==> config.mk <==
export PLATFORM = sky130hd
export DESIGN_NAME = boot_loader_param_flat
export DESIGN_NICKNAME = d
export VERILOG_FILES = /design/src/rtl/boot_pkg.sv /design/src/rtl/boot_loader_param_if.sv /design/src/rtl/boot_word_shifter.sv /design/src/rtl/boot_loader_param.sv /design/src/flat_wrapper.sv
export SDC_FILE = /design/constraint.sdc
export NUM_CORES = 1
export LEC_CHECK = 0
export ABC_AREA = 1
export BUFFER_PORTS_ARGS = -buffer_cell sky130_fd_sc_hd__buf_4
export CORE_MARGIN = 2
export CORE_UTILIZATION = 46
export CTS_CLUSTER_SIZE = 8
export DETAILED_ROUTE_END_ITERATION = 8
export PLACE_DENSITY_LB_ADDON = 0.12
export SYNTH_ARGS = -nofsm -noshare
export SYNTH_HDL_FRONTEND = slang
export SYNTH_SLANG_ARGS = --single-unit
==> constraint.sdc <==
create_clock -name clk -period 2.4 [get_ports clk]
set_clock_uncertainty 0.05 [all_clocks]
set_input_delay 0.24 -clock clk [delete_from_list [all_inputs] [get_ports clk]]
set_output_delay 0.24 -clock clk [all_outputs]
set_load 0.01 [all_outputs]
==> src/rtl/boot_pkg.sv <==
// Shared types and helpers for the parametrised boot loader.
package boot_pkg;

  typedef enum logic [2:0] {
    LOAD_RX,
    LOAD_WR,
    LOAD_SUM,
    RUN,
    SCAN_RD,
    SCAN_WAIT,
    SCAN_TX,
    SCAN_SUM
  } state_e;

  localparam logic [7:0] RELOAD_BYTE_DEF = 8'hB0;

  function automatic int bytes_of(input int data_w);
    return data_w / 8;
  endfunction

endpackage

==> src/rtl/boot_loader_param_if.sv <==
// Byte-stream (rx/tx) and RAM port bundle seen by the boot loader.
interface boot_loader_param_if #(
  parameter int DATA_W = 16,
  parameter int ADDR_W = 6
);
  logic [7:0]        rx_data;
  logic              rx_valid;
  logic              rx_ready;
  logic [7:0]        tx_data;
  logic              tx_valid;
  logic              tx_ready;
  logic [ADDR_W-1:0] ram_adr;
  logic [DATA_W-1:0] ram_in;
  logic [DATA_W-1:0] ram_out;
  logic              ram_rw;
  logic              ram_enable;

  modport master (
    input  rx_data, rx_valid, tx_ready, ram_out,
    output rx_ready, tx_data, tx_valid, ram_adr, ram_in, ram_rw, ram_enable
  );

  modport slave (
    output rx_data, rx_valid, tx_ready, ram_out,
    input  rx_ready, tx_data, tx_valid, ram_adr, ram_in, ram_rw, ram_enable
  );
endinterface

==> src/rtl/boot_word_shifter.sv <==
// Byte-wide shift register for one RAM word: assembles bytes MSB-first on load
// and serialises a parallel-loaded word MSB-first on scan.
module boot_word_shifter
  import boot_pkg::*;
#(
  parameter int DATA_W = 16
) (
  input  logic              clk,
  input  logic              rst,
  input  logic              ce,
  input  logic              clr,
  input  logic              load_en,
  input  logic              shift_in_en,
  input  logic              shift_out_en,
  input  logic [DATA_W-1:0] load_word,
  input  logic [7:0]        byte_in,
  output logic [DATA_W-1:0] word,
  output logic [7:0]        byte_out,
  output logic              last
);
  localparam int BYTES = bytes_of(DATA_W);
  localparam int CNT_W = (BYTES > 1) ? $clog2(BYTES) : 1;

  logic [DATA_W-1:0] word_d, word_q;
  logic [CNT_W-1:0]  cnt_d, cnt_q;

  assign word     = word_q;
  assign byte_out = word_q[DATA_W-1 -: 8];
  assign last     = (cnt_q == CNT_W'(BYTES - 1));

  // Byte counter wraps on the last byte so the next word starts clean.
  always_comb begin
    word_d = word_q;
    cnt_d  = cnt_q;
    if (clr) begin
      cnt_d = '0;
    end else if (load_en) begin
      word_d = load_word;
      cnt_d  = '0;
    end else if (shift_in_en || shift_out_en) begin
      word_d = (word_q << 8) | (shift_in_en ? DATA_W'(byte_in) : '0);
      cnt_d  = last ? '0 : cnt_q + 1'b1;
    end
  end

  always_ff @(posedge clk) begin
    if (rst) begin
      word_q <= '0;
      cnt_q  <= '0;
    end else if (ce) begin
      word_q <= word_d;
      cnt_q  <= cnt_d;
    end
  end

endmodule

==> src/rtl/boot_loader_param.sv <==
// Boot loader: fills program RAM from the rx byte stream, dumps it on a scan
// request, and reports an 8-bit checksum after each load or dump.
module boot_loader_param
  import boot_pkg::*;
#(
  parameter int         DATA_W      = 16,
  parameter int         ADDR_W      = 6,
  parameter int         DEPTH       = 64,
  parameter int         RD_LAT      = 1,
  parameter logic [7:0] RELOAD_BYTE = RELOAD_BYTE_DEF
) (
  input  logic clk,
  input  logic rst,
  input  logic ce,
  input  logic scan_memory,
  output logic boot,
  boot_loader_param_if.master bus
);
  localparam int                WAIT_W   = (RD_LAT > 1) ? $clog2(RD_LAT) : 1;
  localparam logic [ADDR_W-1:0] LAST_ADR = ADDR_W'(DEPTH - 1);

  state_e            state_d, state_q;
  logic [ADDR_W-1:0] adr_d, adr_q;
  logic [7:0]        sum_d, sum_q;
  logic [WAIT_W-1:0] wait_d, wait_q;
  logic              scan_q;
  logic              rx_en_q;

  logic              rx_fire, tx_fire, scan_rise;
  logic              sh_clr, sh_load, sh_in, sh_out, sh_last;
  logic [DATA_W-1:0] sh_word;
  logic [7:0]        sh_byte;

  assign rx_fire   = bus.rx_valid && bus.rx_ready && ce;
  assign tx_fire   = bus.tx_valid && bus.tx_ready && ce;
  assign scan_rise = scan_memory && !scan_q;

  boot_word_shifter #(.DATA_W(DATA_W)) u_shifter (
    .clk          (clk),
    .rst          (rst),
    .ce           (ce),
    .clr          (sh_clr),
    .load_en      (sh_load),
    .shift_in_en  (sh_in),
    .shift_out_en (sh_out),
    .load_word    (bus.ram_out),
    .byte_in      (bus.rx_data),
    .word         (sh_word),
    .byte_out     (sh_byte),
    .last         (sh_last)
  );

  always_comb begin
    state_d = state_q;
    adr_d   = adr_q;
    sum_d   = sum_q;
    wait_d  = wait_q;
    sh_clr  = 1'b0;
    sh_load = 1'b0;
    sh_in   = 1'b0;
    sh_out  = 1'b0;
    unique case (state_q)
      LOAD_RX: begin
        if (rx_fire) begin
          sh_in = 1'b1;
          sum_d = sum_q + bus.rx_data;
          if (sh_last) state_d = LOAD_WR;
        end
      end
      LOAD_WR: begin
        if (adr_q == LAST_ADR) begin
          state_d = LOAD_SUM;
        end else begin
          adr_d   = adr_q + 1'b1;
          state_d = LOAD_RX;
        end
      end
      LOAD_SUM: begin
        if (tx_fire) state_d = RUN;
      end
      RUN: begin
        // A reload byte takes priority over a coincident scan edge.
        if (rx_fire && (bus.rx_data == RELOAD_BYTE)) begin
          adr_d   = '0;
          sum_d   = '0;
          sh_clr  = 1'b1;
          state_d = LOAD_RX;
        end else if (scan_rise) begin
          adr_d   = '0;
          sum_d   = '0;
          sh_clr  = 1'b1;
          state_d = SCAN_RD;
        end
      end
      SCAN_RD: begin
        wait_d  = '0;
        state_d = SCAN_WAIT;
      end
      SCAN_WAIT: begin
        if (wait_q == WAIT_W'(RD_LAT - 1)) begin
          sh_load = 1'b1;
          state_d = SCAN_TX;
        end else begin
          wait_d = wait_q + 1'b1;
        end
      end
      SCAN_TX: begin
        if (tx_fire) begin
          sh_out = 1'b1;
          sum_d  = sum_q + sh_byte;
          if (sh_last) begin
            if (adr_q == LAST_ADR) begin
              state_d = SCAN_SUM;
            end else begin
              adr_d   = adr_q + 1'b1;
              state_d = SCAN_RD;
            end
          end
        end
      end
      SCAN_SUM: begin
        if (tx_fire) state_d = RUN;
      end
      default: state_d = LOAD_RX;
    endcase
  end

  always_ff @(posedge clk) begin
    if (rst) begin
      state_q <= LOAD_RX;
      adr_q   <= '0;
      sum_q   <= '0;
      wait_q  <= '0;
      scan_q  <= 1'b0;
      rx_en_q <= 1'b0;
    end else if (ce) begin
      state_q <= state_d;
      adr_q   <= adr_d;
      sum_q   <= sum_d;
      wait_q  <= wait_d;
      scan_q  <= scan_memory;
      rx_en_q <= 1'b1;
    end
  end

  // rx_en_q keeps rx_ready low for the cycle straight after reset.
  assign boot           = (state_q != RUN);
  assign bus.rx_ready   = rx_en_q && ((state_q == LOAD_RX) || (state_q == RUN));
  assign bus.tx_valid   = (state_q == LOAD_SUM) || (state_q == SCAN_TX) || (state_q == SCAN_SUM);
  assign bus.tx_data    = (state_q == SCAN_TX) ? sh_byte :
                          ((state_q == LOAD_SUM) || (state_q == SCAN_SUM)) ? sum_q : 8'h00;
  assign bus.ram_enable = (state_q == LOAD_WR) || (state_q == SCAN_RD);
  assign bus.ram_rw     = (state_q == LOAD_WR);
  assign bus.ram_adr    = adr_q;
  assign bus.ram_in     = (state_q == LOAD_WR) ? sh_word : '0;

endmodule

==> src/flat_wrapper.sv <==
// flat-port wrapper written by rule: the top's interface ports become plain ports
module boot_loader_param_flat import boot_pkg::*;
#(
  parameter int         DATA_W      = 16,
  parameter int         ADDR_W      = 6,
  parameter int         DEPTH       = 64,
  parameter int         RD_LAT      = 1,
  parameter logic [7:0] RELOAD_BYTE = RELOAD_BYTE_DEF
)
  (clk, rst, ce, scan_memory, boot, bus_rx_data, bus_rx_valid, bus_tx_ready, bus_ram_out, bus_rx_ready, bus_tx_data, bus_tx_valid, bus_ram_adr, bus_ram_in, bus_ram_rw, bus_ram_enable);
  boot_loader_param_if #(.DATA_W(DATA_W), .ADDR_W(ADDR_W)) bus_i ();
  input  logic clk;
  input  logic rst;
  input  logic ce;
  input  logic scan_memory;
  output logic boot;
  input wire logic [$bits(bus_i.rx_data)-1:0] bus_rx_data;
  input wire logic [$bits(bus_i.rx_valid)-1:0] bus_rx_valid;
  input wire logic [$bits(bus_i.tx_ready)-1:0] bus_tx_ready;
  input wire logic [$bits(bus_i.ram_out)-1:0] bus_ram_out;
  output wire logic [$bits(bus_i.rx_ready)-1:0] bus_rx_ready;
  output wire logic [$bits(bus_i.tx_data)-1:0] bus_tx_data;
  output wire logic [$bits(bus_i.tx_valid)-1:0] bus_tx_valid;
  output wire logic [$bits(bus_i.ram_adr)-1:0] bus_ram_adr;
  output wire logic [$bits(bus_i.ram_in)-1:0] bus_ram_in;
  output wire logic [$bits(bus_i.ram_rw)-1:0] bus_ram_rw;
  output wire logic [$bits(bus_i.ram_enable)-1:0] bus_ram_enable;
  assign bus_i.rx_data = bus_rx_data;
  assign bus_i.rx_valid = bus_rx_valid;
  assign bus_i.tx_ready = bus_tx_ready;
  assign bus_i.ram_out = bus_ram_out;
  assign bus_rx_ready = bus_i.rx_ready;
  assign bus_tx_data = bus_i.tx_data;
  assign bus_tx_valid = bus_i.tx_valid;
  assign bus_ram_adr = bus_i.ram_adr;
  assign bus_ram_in = bus_i.ram_in;
  assign bus_ram_rw = bus_i.ram_rw;
  assign bus_ram_enable = bus_i.ram_enable;
  boot_loader_param #(.DATA_W(DATA_W), .ADDR_W(ADDR_W), .DEPTH(DEPTH), .RD_LAT(RD_LAT), .RELOAD_BYTE(RELOAD_BYTE)) u_core (.clk(clk), .rst(rst), .ce(ce), .scan_memory(scan_memory), .boot(boot), .bus(bus_i));
endmodule
* After elaboration in Yosys (flattened, before gate mapping)
Cells that the tools add are included.
Word-level totals: flip-flop bits (word level) 37, bits of input ports 30, logic and storage cells 102
Cells by class: add/sub/neg operators 5, equality and inequality tests 17, muxes and demuxes 43, bitwise operators 2, reduce and logical (&&, ||, !) cells 27
Operators with widths (number):
- 8-bit two-way mux | 7
- 16-bit two-way mux | 3
- 6-bit two-way mux | 5
- 3-bit two-way mux | 8
- 8-bit case mux with 3 select lines | 1
- 3-bit case mux with 7 select lines | 1
- 6-bit case mux with 3 select lines | 1
- 8-bit adder | 2
- 16-bit by 8-bit OR with 16-bit output | 1
- 1-bit two-way mux | 14
- 3-bit == test (second input constant) | 4
- 5-bit AND reduction | 2
- 3-bit nonzero test | 3
- 8-bit == test (second input constant) | 1
- 8-bit AND reduction | 1
- 1-bit logical AND | 7
- 6-bit by 1-bit adder with 6-bit output (second input constant) | 1
- 3-bit by 2-bit == test with 1-bit output (second input constant) | 2
- 6-bit == test (second input constant) | 1
- 1-bit logical OR | 6
- 2-bit by 1-bit inequality test with 1-bit output (second input constant) | 3
- 2-bit inequality test (second input constant) | 3
- 2-bit two-way mux | 2
- 2-bit AND reduction | 2
- 11 further kinds | 13

* Logic depth before layout (Yosys ltp)
Gate-level depths: netlist (run 1).
depth in word-level cells 11, depth in mapped cells 16, gate-level depth less buffers 15

* By module
From an unflattened synthesis (run 1), not the netlist that was laid out.
Second synthesis, totals: cells, all modules 487, area total of the unflattened synthesis 2884.0 um^2
Modules (own cells, without submodules):
- boot_loader_param | times used 1, cells each 322, area an instance 1865.5 um^2, seq. area each 380.4 um^2
- boot_word_shifter | times used 1, cells each 165, area an instance 1018.5 um^2, seq. area each 340.3 um^2

* Worst setup path after synthesis (run 1)
OpenSTA, ideal clock, no wires.
path type register to register, start point register u_core.state_q[2], end point register u_core.sum_q[4], library setup time 0.071 ns, arrival 2.300 ns, data required time 2.279 ns, setup slack -0.021 ns, cell stages (with the launch flop) 15, path buffers 1, cell sequence dfxtp_1 > inv_2 > nor2_4 > clkbuf_1 > o21ai_0 > inv_1 > ha_1 > inv_1 > fa_1 > inv_1 > a21oi_1 > o21ai_0 > or2_2 > nand3_1 > a21oi_1
Between the ends: word-level cells in the longest chain between the ends 8, elaborated cells between the ends (all ways) 21, those cells by class eq/ne (7); mux (2); reduce/logical (12)
Ends and longest elaborated chain:
- from (decl) | line boot_loader_param.sv:22 | state_e state_d, state_q;
- from (signal assigned) | line boot_loader_param.sv:137 | state_q <= state_d;
- 3-bit by 2-bit == test with 1-bit output / 3-bit logical NOT (equally long branches) | line boot_loader_param.sv:62, boot_loader_param.sv:148
- 1-bit logical OR | line boot_loader_param.sv:148 | assign bus.rx_ready = rx_en_q && ((state_q == LOAD_RX) || (state_q == RUN));
- 1-bit logical AND | line boot_loader_param.sv:148
- 1-bit logical AND (2 in a row) | line boot_loader_param.sv:34 | assign rx_fire = bus.rx_valid && bus.rx_ready && ce;
- 1-bit logical AND | line boot_loader_param.sv:83 | if (rx_fire && (bus.rx_data == RELOAD_BYTE)) begin
- 3-bit by 1-bit inequality test with 1-bit output (no source line) / 8-bit two-way mux (equally long branches)
- 5-bit AND reduction (no source line) / 8-bit case mux with 3 select lines (equally long branches)
- to (signal assigned) | line boot_loader_param.sv:139 | sum_q <= sum_d;
- to (decl) | line boot_loader_param.sv:24 | logic [7:0] sum_d, sum_q;
Parallel ways exist; a longest one is shown, timed or not. A chain may end at the register's enable or synchronous reset.

* Worst setup path in the final report (run 1)
start point register u_core.state_q[0], end point register u_core.sum_q[4]
Same word-level chain as after synthesis.

==> key figures, run 1 <==
GRT
  • Total grt overflow: 0
  • GRT Util Overall: 23.53%
  • Largest net degree at the start of global routing: 26
  • First-pass GRT wire length: 11.86 mm
  • Vias in the first global route: 2560
  • Initial antenna violation count: 0

Synthesis
  • Sequential area share after synthesis: 27.36%
  • Synth cell types: 32
  • Syn Inst Count: 426
  • Mapped cell area: 2634 um2
  • Ys Warns: 0
  • Flop and latch count out of synthesis: 36
  • Avg Cell Area, Syn: 6.183 um2
  • Syn nets: 465

Die
  • Starting Density: 47.83%
  • Core Region: 5507 um2
  • Die area: 6347 um2
  • IO Count: 65
  • Die Y: 79.67 um
  • Row count: 27
  • Die X: 79.67 um

Drt
  • Routed Antenna Nets: 0
  • DR DRC count: 0
  • DR pass1 iterations: 4
  • Routed WL: 6.983 mm
  • Avg Vias per Cell: 4.953
  • Iteration-0 DRC Markers: 146
  • DR WL/cell: 12.25 um
  • Vias after detailed routing: 2823

Pwr
  • Switching share of power: 27.62%
  • Switching pwr: 0.3387 mW
  • Max rail drop VDD: 0.0002287 V
  • Sequential Power Share: 50.8%
  • Clk pwr share: 34.8%
  • Pint: 0.8876 mW
  • LEAKAGE: 1.526 nW
  • Pwr Density: 366.8 nW/um2
  • Combinational power share: 14.4%

Timing
  • Min cycle time layout: 2.237 ns
  • Final hold vios: 0
  • # setup viols final: 0
  • Final Max Tran Viols: 0
  • RSZ-0062 raised after global routing: false
  • Max Freq: 447.1 MHz
  • Worst setup margin: 0.1633 ns
  • Max-slew headroom: 51.18%
  • Final setup TNS: 0 ns
  • Fin crit share: 93.20%
  • Worst Max-Slew Pin Slew: 0.7315 ns

Worst setup path
  • Crit. End Element: flop
  • R2R Path Start: u_core.state_q[0]$_SDFFE_PP0P_
  • Required time worst endpoint: 2.58 ns
  • WS Path Type: flop to flop
  • CP arrival: 2.41 ns
  • Critical path peak fanout: 7
  • Crit start category: flop
  • Critical Path Start: u_core.state_q[0]$_SDFFE_PP0P_

Clocking
  • TritonCTS clock tree: built
  • CTS root buf: clkbuf_8
  • Max Root-Sink Buffers: 2
  • Clock network latency to the later pin of the worst-skew pair: 0.30 ns
  • Htree depth: 2
  • Clock Sink Count: 36
  • CTS Hold Bufs: 0
  • Worst-path clk slew: 0.08 ns
  • CTS buffer count: 5

Place
  • Post-placement setup slack: 0.08726 ns
  • IO Port Bufs: 64
  • Final Wtd Congestion: 0.9402
  • DP HPWL: 5.298 mm

Worst hold path
  • Worst min-delay path class: input pin to flop
  • Min-delay src: scan_memory

Layout
  • Area grow syn2layout: 26.94%
  • Share of cells above drive strength 1: 23.29%
  • # fillers: 529
  • Antenna Cells: 0
  • # nets final: 537

Run
  • Max Cap Viol: 0

Run status
  • Outcome: complete, no violations
==> metal layers <==
metal / vias up / part of all wire (%) / wire length, um / global-route usage, %
met2: 85 / 44 / 3055 / 35.46
met3: 10 / 6.5 / 457 / 3.733
met1: 1222 / 48 / 3362 / 33.82
met4: 0 / 1.5 / 108 / 8.276
li1: 1506 / - / - / -
met5: - / 0 / 0 / 0
==> worst max-delay path, stage by stage, from the launching register on <==
cell and delay (ns):
dfxtp_1 0.32, inv_2 0.06, nand2_2 0.06, nor2_4 0.17, buf_12 0.13, o21ai_0 0.08, inv_1 0.07, ha_2 0.18
inv_1 0.06, fa_2 0.39, inv_1 0.08, a21oi_1 0.06, o21ai_1 0.16, or2_2 0.13, nand3_1 0.05, a21oi_1 0.12
==> path summary, 6_finish.rpt <==
check        depth (start not counted)  slack (ns)                      endpoint
max                                 15        0.16  u_core.sum_q[4]$_SDFFE_PP0P_
min                                  3        0.15    u_core.scan_q$_SDFFE_PP0P_
max reg2reg                         15        0.16  u_core.sum_q[4]$_SDFFE_PP0P_
min reg2reg                          2        0.44  u_core.sum_q[1]$_SDFFE_PP0P_
==> sequential cells by signal (all words and copies together) (netlist names) <==
register	cells
u_core.sum_q	8
u_core.scan_q	1
u_core.bus.ram_adr	6
u_core.state_q	3
u_core.u_shifter.word	16
u_core.u_shifter.last	1
u_core.rx_en_q	1
==> cell usage after synthesis, drive strengths merged <==
library cell	number	share of area, %
nand2	100	15
inv	74	11
o21ai	64	12
nor2	50	8.0
dfxtp	36	27
a21oi	35	6.8
nand3	27	7.0
nand4	10	2.9
ha	8	3.8
buf	6	1.9
clkbuf	5	0.71
or2	4	0.95
o211ai	2	0.57
bufinv	1	0.67
clkinv	1	0.14
fa	1	0.76
xnor2	1	0.33
xor2	1	0.33
==> metrics by stage <==
| step | util (%) | hold WS, ns | instances | total power [mW] | instance area, um2 |
|---|---|---|---|---|---|
| 2_1_floorplan | - | 0.2591 | 426 | 0.7404 | 2635 |
| 3_3_place_gp | 58.17 | 0.4155 | 560 | 0.8056 | 3203 |
| 3_5_place_dp | 58.17 | 0.4274 | 560 | 0.8082 | 3203 |
| 4_1_cts | 59.65 | 0.1457 | 567 | 1.234 | 3284 |
| 5_1_grt | 60.71 | 0.1554 | 570 | 1.287 | 3343 |
| 6_report | 60.71 | 0.1508 | 570 | 1.226 | 3343 |
==> cells by family after synthesis <==
group,share of synthesized area (%)
buffers and inverters,14.25
DFF,27.36
xor gates and xnor gates,0.6652
AOI/OAI and AO/OA,19.52
and+or+nand+nor,33.63
adders and majority gates,4.561
==> power groups by stage <==
stage | logic [mW] | registers [mW] | clock network [mW]
after floorplan | 0.106 | 0.635 | 0
after global placement | 0.169 | 0.637 | 0
after detailed placement | 0.171 | 0.637 | 0
after CTS | 0.172 | 0.623 | 0.440
after global routing | 0.198 | 0.625 | 0.463
final | 0.176 | 0.623 | 0.427
==> timing repair <==
item | CTS | global route
gates resized for setup | 0 | 11
hold endpoints to repair | 0 | 0
endpoints found under the setup margin | 0 | 5
buffers inserted | 0 | 3
==> final cells by class <==
| type | instances | area, um2 | area share [%] |
|---|---|---|---|
| multi-input cells | 303 | 1558 | 46.59 |
| inverters | 76 | 306.5 | 9.169 |
| clock inverters | 2 | 12.51 | 0.3743 |
| clock buffers | 5 | 68.82 | 2.058 |
| repair buffers | 76 | 586.8 | 17.55 |
| well taps | 72 | 90.09 | 2.695 |
| flip-flops and latches | 36 | 720.7 | 21.56 |
==> cells in the final DEF (no fill, tap or decap) <==
cell type and n:
a21oi_1 32, a21oi_2 3, buf_12 1, buf_4 74, buf_6 1, bufinv_8 1, clkbuf_8 5, clkinv_1 1
clkinv_2 1, clkinvlp_4 1, dfxtp_1 36, fa_2 1, ha_1 5, ha_2 3, inv_1 70, inv_2 2
inv_4 1, inv_6 1, nand2_1 96, nand2_2 3, nand2_4 1, nand3_1 20, nand3_2 5, nand3_4 2
nand4_1 9, nand4_4 1, nor2_1 45, nor2_2 3, nor2_4 2, o211ai_1 2, o21ai_0 59, o21ai_1 5
or2_2 4, xnor2_1 1, xor2_1 1
Note: power is estimated with default switching activity, not from simulation.
==> run 2, diff against run 1 <==
- ABC_AREA: 1 -> not set
- BUFFER_PORTS_ARGS: -buffer_cell sky130_fd_sc_hd__buf_4 -> -buffer_cell sky130_fd_sc_hd__buf_2
==> run 2 against run 1 <==
Effect of this change:
- non-clock buffer count is 7 higher
- total power is 4.8% higher
- via count shrank 3.2%
- largest cell class unchanged
- clock power grew 4%
- sequential power up 3.2%
- largest power group unchanged
- global-route usage up 0.49 points
- synthesized cell count shrank 22%
- sequential share of layout area rose by 0.13 points
- hold slack improved by 0.0062 ns
- core utilization about the same
==> key figures, run 2 <==
Run status
  • Outcome: complete, no violations (unchanged)

Drt
  • Iteration-0 DRC Markers: 132 (was 146)
  • Routed Antenna Nets: 0 (unchanged)
  • Vias after detailed routing: 2732 (was 2823)
  • DR WL/cell: 16.05 um (was 12.25 um)
  • DR DRC count: 0 (unchanged)
  • DR pass1 iterations: 4 (unchanged)
  • Routed WL: 7.594 mm (was 6.983 mm)
  • Avg Vias per Cell: 5.776 (was 4.953)

Clocking
  • Worst-path clk slew: 0.09 ns (was 0.08 ns)
  • CTS Hold Bufs: 0 (unchanged)
  • Htree depth: 2 (unchanged)
  • TritonCTS clock tree: built (unchanged)
  • Clock network latency to the later pin of the worst-skew pair: 0.30 ns (about the same)
  • CTS root buf: clkbuf_8 (unchanged)
  • CTS buffer count: 5 (unchanged)
  • Clock Sink Count: 36 (unchanged)
  • Max Root-Sink Buffers: 2 (unchanged)

Synthesis
  • Number of flops mapped to enable cells by yosys: 0 (unchanged)
  • Post-synth top cells: 36 x dfxtp_1, 35 x nor2_1, 31 x nand2_1 (was 97 x nand2_1, 71 x inv_1, 61 x o21ai_0)
  • Ys async rst share: 0% (unchanged)
  • Most common cell in the netlist: dfxtp_1 (was nand2_1)
  • Synth top area share: 27.95% (was 27.36%)
  • Avg Cell Area, Syn: 7.744 um2 (was 6.183 um2)
  • Syn nets: 372 (was 465)
  • Synth cell types: 53 (was 32)
  • Flop and latch count out of synthesis: 36 (unchanged)
  • Ys Warns: 0 (unchanged)
  • Most area-hungry cell type in the Yosys netlist: dfxtp_1 (unchanged)
  • Most used DFF post-synth: dfxtp_1 (unchanged)
  • Syn Inst Count: 333 (was 426)
  • Sequential area share after synthesis: 27.95% (was 27.36%)
  • Mapped cell area: 2579 um2 (was 2634 um2)
  • Synth top area cells: dfxtp_1 28%, mux2_2 7.0%, nor2_1 5.1% (was dfxtp_1 27%, nand2_1 14%, o21ai_0 12%)

Die
  • IO Count: 65 (unchanged)
  • Die Y: 78.87 um (was 79.67 um)
  • Die area: 6220 um2 (was 6347 um2)
  • Die X: 78.87 um (was 79.67 um)
  • Row count: 27 (unchanged)
  • Starting Density: 47.12% (was 47.83%)
  • Core Region: 5473 um2 (was 5507 um2)

Worst setup path
  • Crit path depth: 9 (was 15)
  • Buf+Inv Stages, Crit Path: 1 (was 5)
  • R2R Path Start: u_core.state_q[0]$_SDFFE_PP0P_ (unchanged)
  • FF-to-FF setup slack: 0.02 ns (was 0.16 ns)
  • Critical-path cell list: nand3b_1 > buf_6 > mux2_4 > ha_4 > nand3_4 > o2111ai_4 > a21oi_2 > or4_4 > nand3_2 (was inv_2 > nand2_2 > nor2_4 > buf_12 > o21ai_0 > inv_1 > ha_2 > inv_1 > fa_2 > inv_1 > a21oi_1 > o21ai_1 > or2_2 > nand3_1 > a21oi_1)
  • Critical path peak fanout: 8 (was 7)
  • Crit start category: flop (unchanged)
  • Max stage delay on crit path: 0.49 ns (was 0.39 ns)
  • Critical Path Start: u_core.state_q[0]$_SDFFE_PP0P_ (unchanged)
  • RR Endpoint: u_core.sum_q[7]$_SDFFE_PP0P_ (was u_core.sum_q[4]$_SDFFE_PP0P_)
  • WS Path Type: flop to flop (unchanged)
  • CP delay by family, top: simple AND/OR/NAND/NOR gates (was adder cells)
  • Crit. End Element: flop (unchanged)
  • Critical path capture point: u_core.sum_q[7]$_SDFFE_PP0P_ (was u_core.sum_q[4]$_SDFFE_PP0P_)
  • Crit-path slowest cell: or4_4 (was fa_2)
  • R2R depth: 9 (was 15)
  • CP arrival: 2.58 ns (was 2.41 ns)
  • Required time worst endpoint: 2.60 ns (was 2.58 ns)

Worst hold path
  • Worst min-delay path class: input pin to flop (unchanged)

GRT
  • First-pass GRT wire length: 11.92 mm (was 11.86 mm)
  • GRT Util Overall: 24.01% (was 23.53%)
  • Initial antenna violation count: 0 (unchanged)
  • Largest net degree at the start of global routing: 35 (was 26)
  • Vias in the first global route: 2441 (was 2560)
  • Total grt overflow: 0 (unchanged)

Layout
  • Share of cells above drive strength 1: 31.42% (was 23.29%)
  • Cell area after layout: 3323 um2 (was 3343 um2)
  • Area occupied by multi-input gates: 1886 um2 (was 1558 um2)
  • Most frequent cells in the layout: 64 x buf_2, 36 x dfxtp_1, 34 x nor2_1 (was 96 x nand2_1, 74 x buf_4, 70 x inv_1)
  • Final Core Density: 60.72% (was 60.71%)
  • # nets final: 439 (was 537)
  • Commonest non-fill, non-tap cell in the layout: buf_2 (was nand2_1)
  • Max reg flops: 16 (unchanged)
  • Antenna Cells: 0 (unchanged)
  • Sequential standard cell area: 720.7 um2 (unchanged)
  • Area grow syn2layout: 28.87% (was 26.94%)
  • Non-filler instance count after layout: 473 (was 570)
  • # fillers: 535 (was 529)

Place
  • Placed instance count: 463 (was 560)
  • Placed Area: 3082 um2 (was 3203 um2)
  • DP HPWL: 5.352 mm (was 5.298 mm)
  • Final Wtd Congestion: 0.8806 (was 0.9402)
  • Post-placement setup slack: -0.01958 ns (was 0.08726 ns)
  • IO Port Bufs: 64 (unchanged)

Timing
  • Max Freq: 419.9 MHz (was 447.1 MHz)
  • Worst Hold Margin: 0.1569 ns (was 0.1508 ns)
  • Min cycle time layout: 2.381 ns (was 2.237 ns)
  • Max-slew headroom: 65.84% (was 51.18%)
  • Worst Max-Slew Pin Slew: 0.5077 ns (was 0.7315 ns)
  • # setup viols final: 0 (unchanged)
  • Worst setup margin: 0.01870 ns (was 0.1633 ns)
  • Final setup TNS: 0 ns (unchanged)
  • Fin crit share: 99.22% (was 93.20%)
  • Final hold vios: 0 (unchanged)
  • Final Max Tran Viols: 0 (unchanged)
  • RSZ-0062 raised after global routing: true (was false)

Pwr
  • LEAKAGE: 1.347 nW (was 1.526 nW)
  • Max rail drop VDD: 0.0002303 V (was 0.0002287 V)
  • Pwr Total: 1.285 mW (was 1.226 mW)
  • Pwr Density: 386.6 nW/um2 (was 366.8 nW/um2)

Run
  • Max Cap Viol: 0 (unchanged)
==> run 2: area by class of cell <==
cell class                 count  share of cell area, %
inverter                      16                  1.807
tap                           72                  2.711
multi-input combinational    258                  56.74
clock inverter                 3                 0.5648
clock buffer                   5                  2.071
timing repair buffer          83                  14.42
sequential                    36                  21.69
==> run 2: kinds of logic (layout without fill, tap and decap cells) <==
family,count (synthesis),after routing,share of synthesized area (%)
flops,36,36,27.95
compound gates,98,98,27.07
fa+ha+maj,9,9,4.658
simple gates,128,128,25.04
buf+inv,39,107,5.774
xor+xnor,4,4,1.358
mux,19,19,8.151
==> run 2: worst min path at each step <==
| stage | start | to | slack, ns | depth (start not counted) |
|---|---|---|---|---|
| final | bus_ram_out[13] | u_core.u_shifter.word[13]$_SDFFE_PP0P_ | 0.16 | 3 |
| after global routing | bus_ram_out[12] | u_core.u_shifter.word[12]$_SDFFE_PP0P_ | 0.16 | 3 |
| after CTS | scan_memory | u_core.scan_q$_SDFFE_PP0P_ | 0.15 | 3 |
| after detailed placement | u_core.bus.ram_adr[1]$_SDFFE_PP0P_ | u_core.bus.ram_adr[1]$_SDFFE_PP0P_ | 0.43 | 2 |
| after global placement | u_core.u_shifter.word[6]$_SDFFE_PP0P_ | u_core.u_shifter.word[14]$_SDFFE_PP0P_ | 0.43 | 2 |
| after floorplan | scan_memory | u_core.scan_q$_SDFFE_PP0P_ | 0.34 | 2 |
==> run 2: routing by layer <==
metal  routed length, um  GRT usage [%]  up-vias
met1                3618          34.93     1274
met5                   0              0        -
li1                    -              -     1364
met3                 415          3.523        6
met4                  59          4.655        0
met2                3499          38.03       88
==> run 2: power by group <==
group          switching, mW  total, mW  internal [mW]
Clock                  0.243      0.445          0.203
Combinational          0.103      0.196         0.0933
Sequential            0.0253      0.643          0.618
==> run 2: worst min-delay path: stages <==
cell and delay [ns]:
buf_2 0.09, nand2_1 0.05, a311oi_1 0.07
==> run 2: timing repair <==
action	in CTS	in global routing
setup endpoints to repair	2	5
gates resized for setup	2	24
pin swaps	2	11
setup buffers	0	2
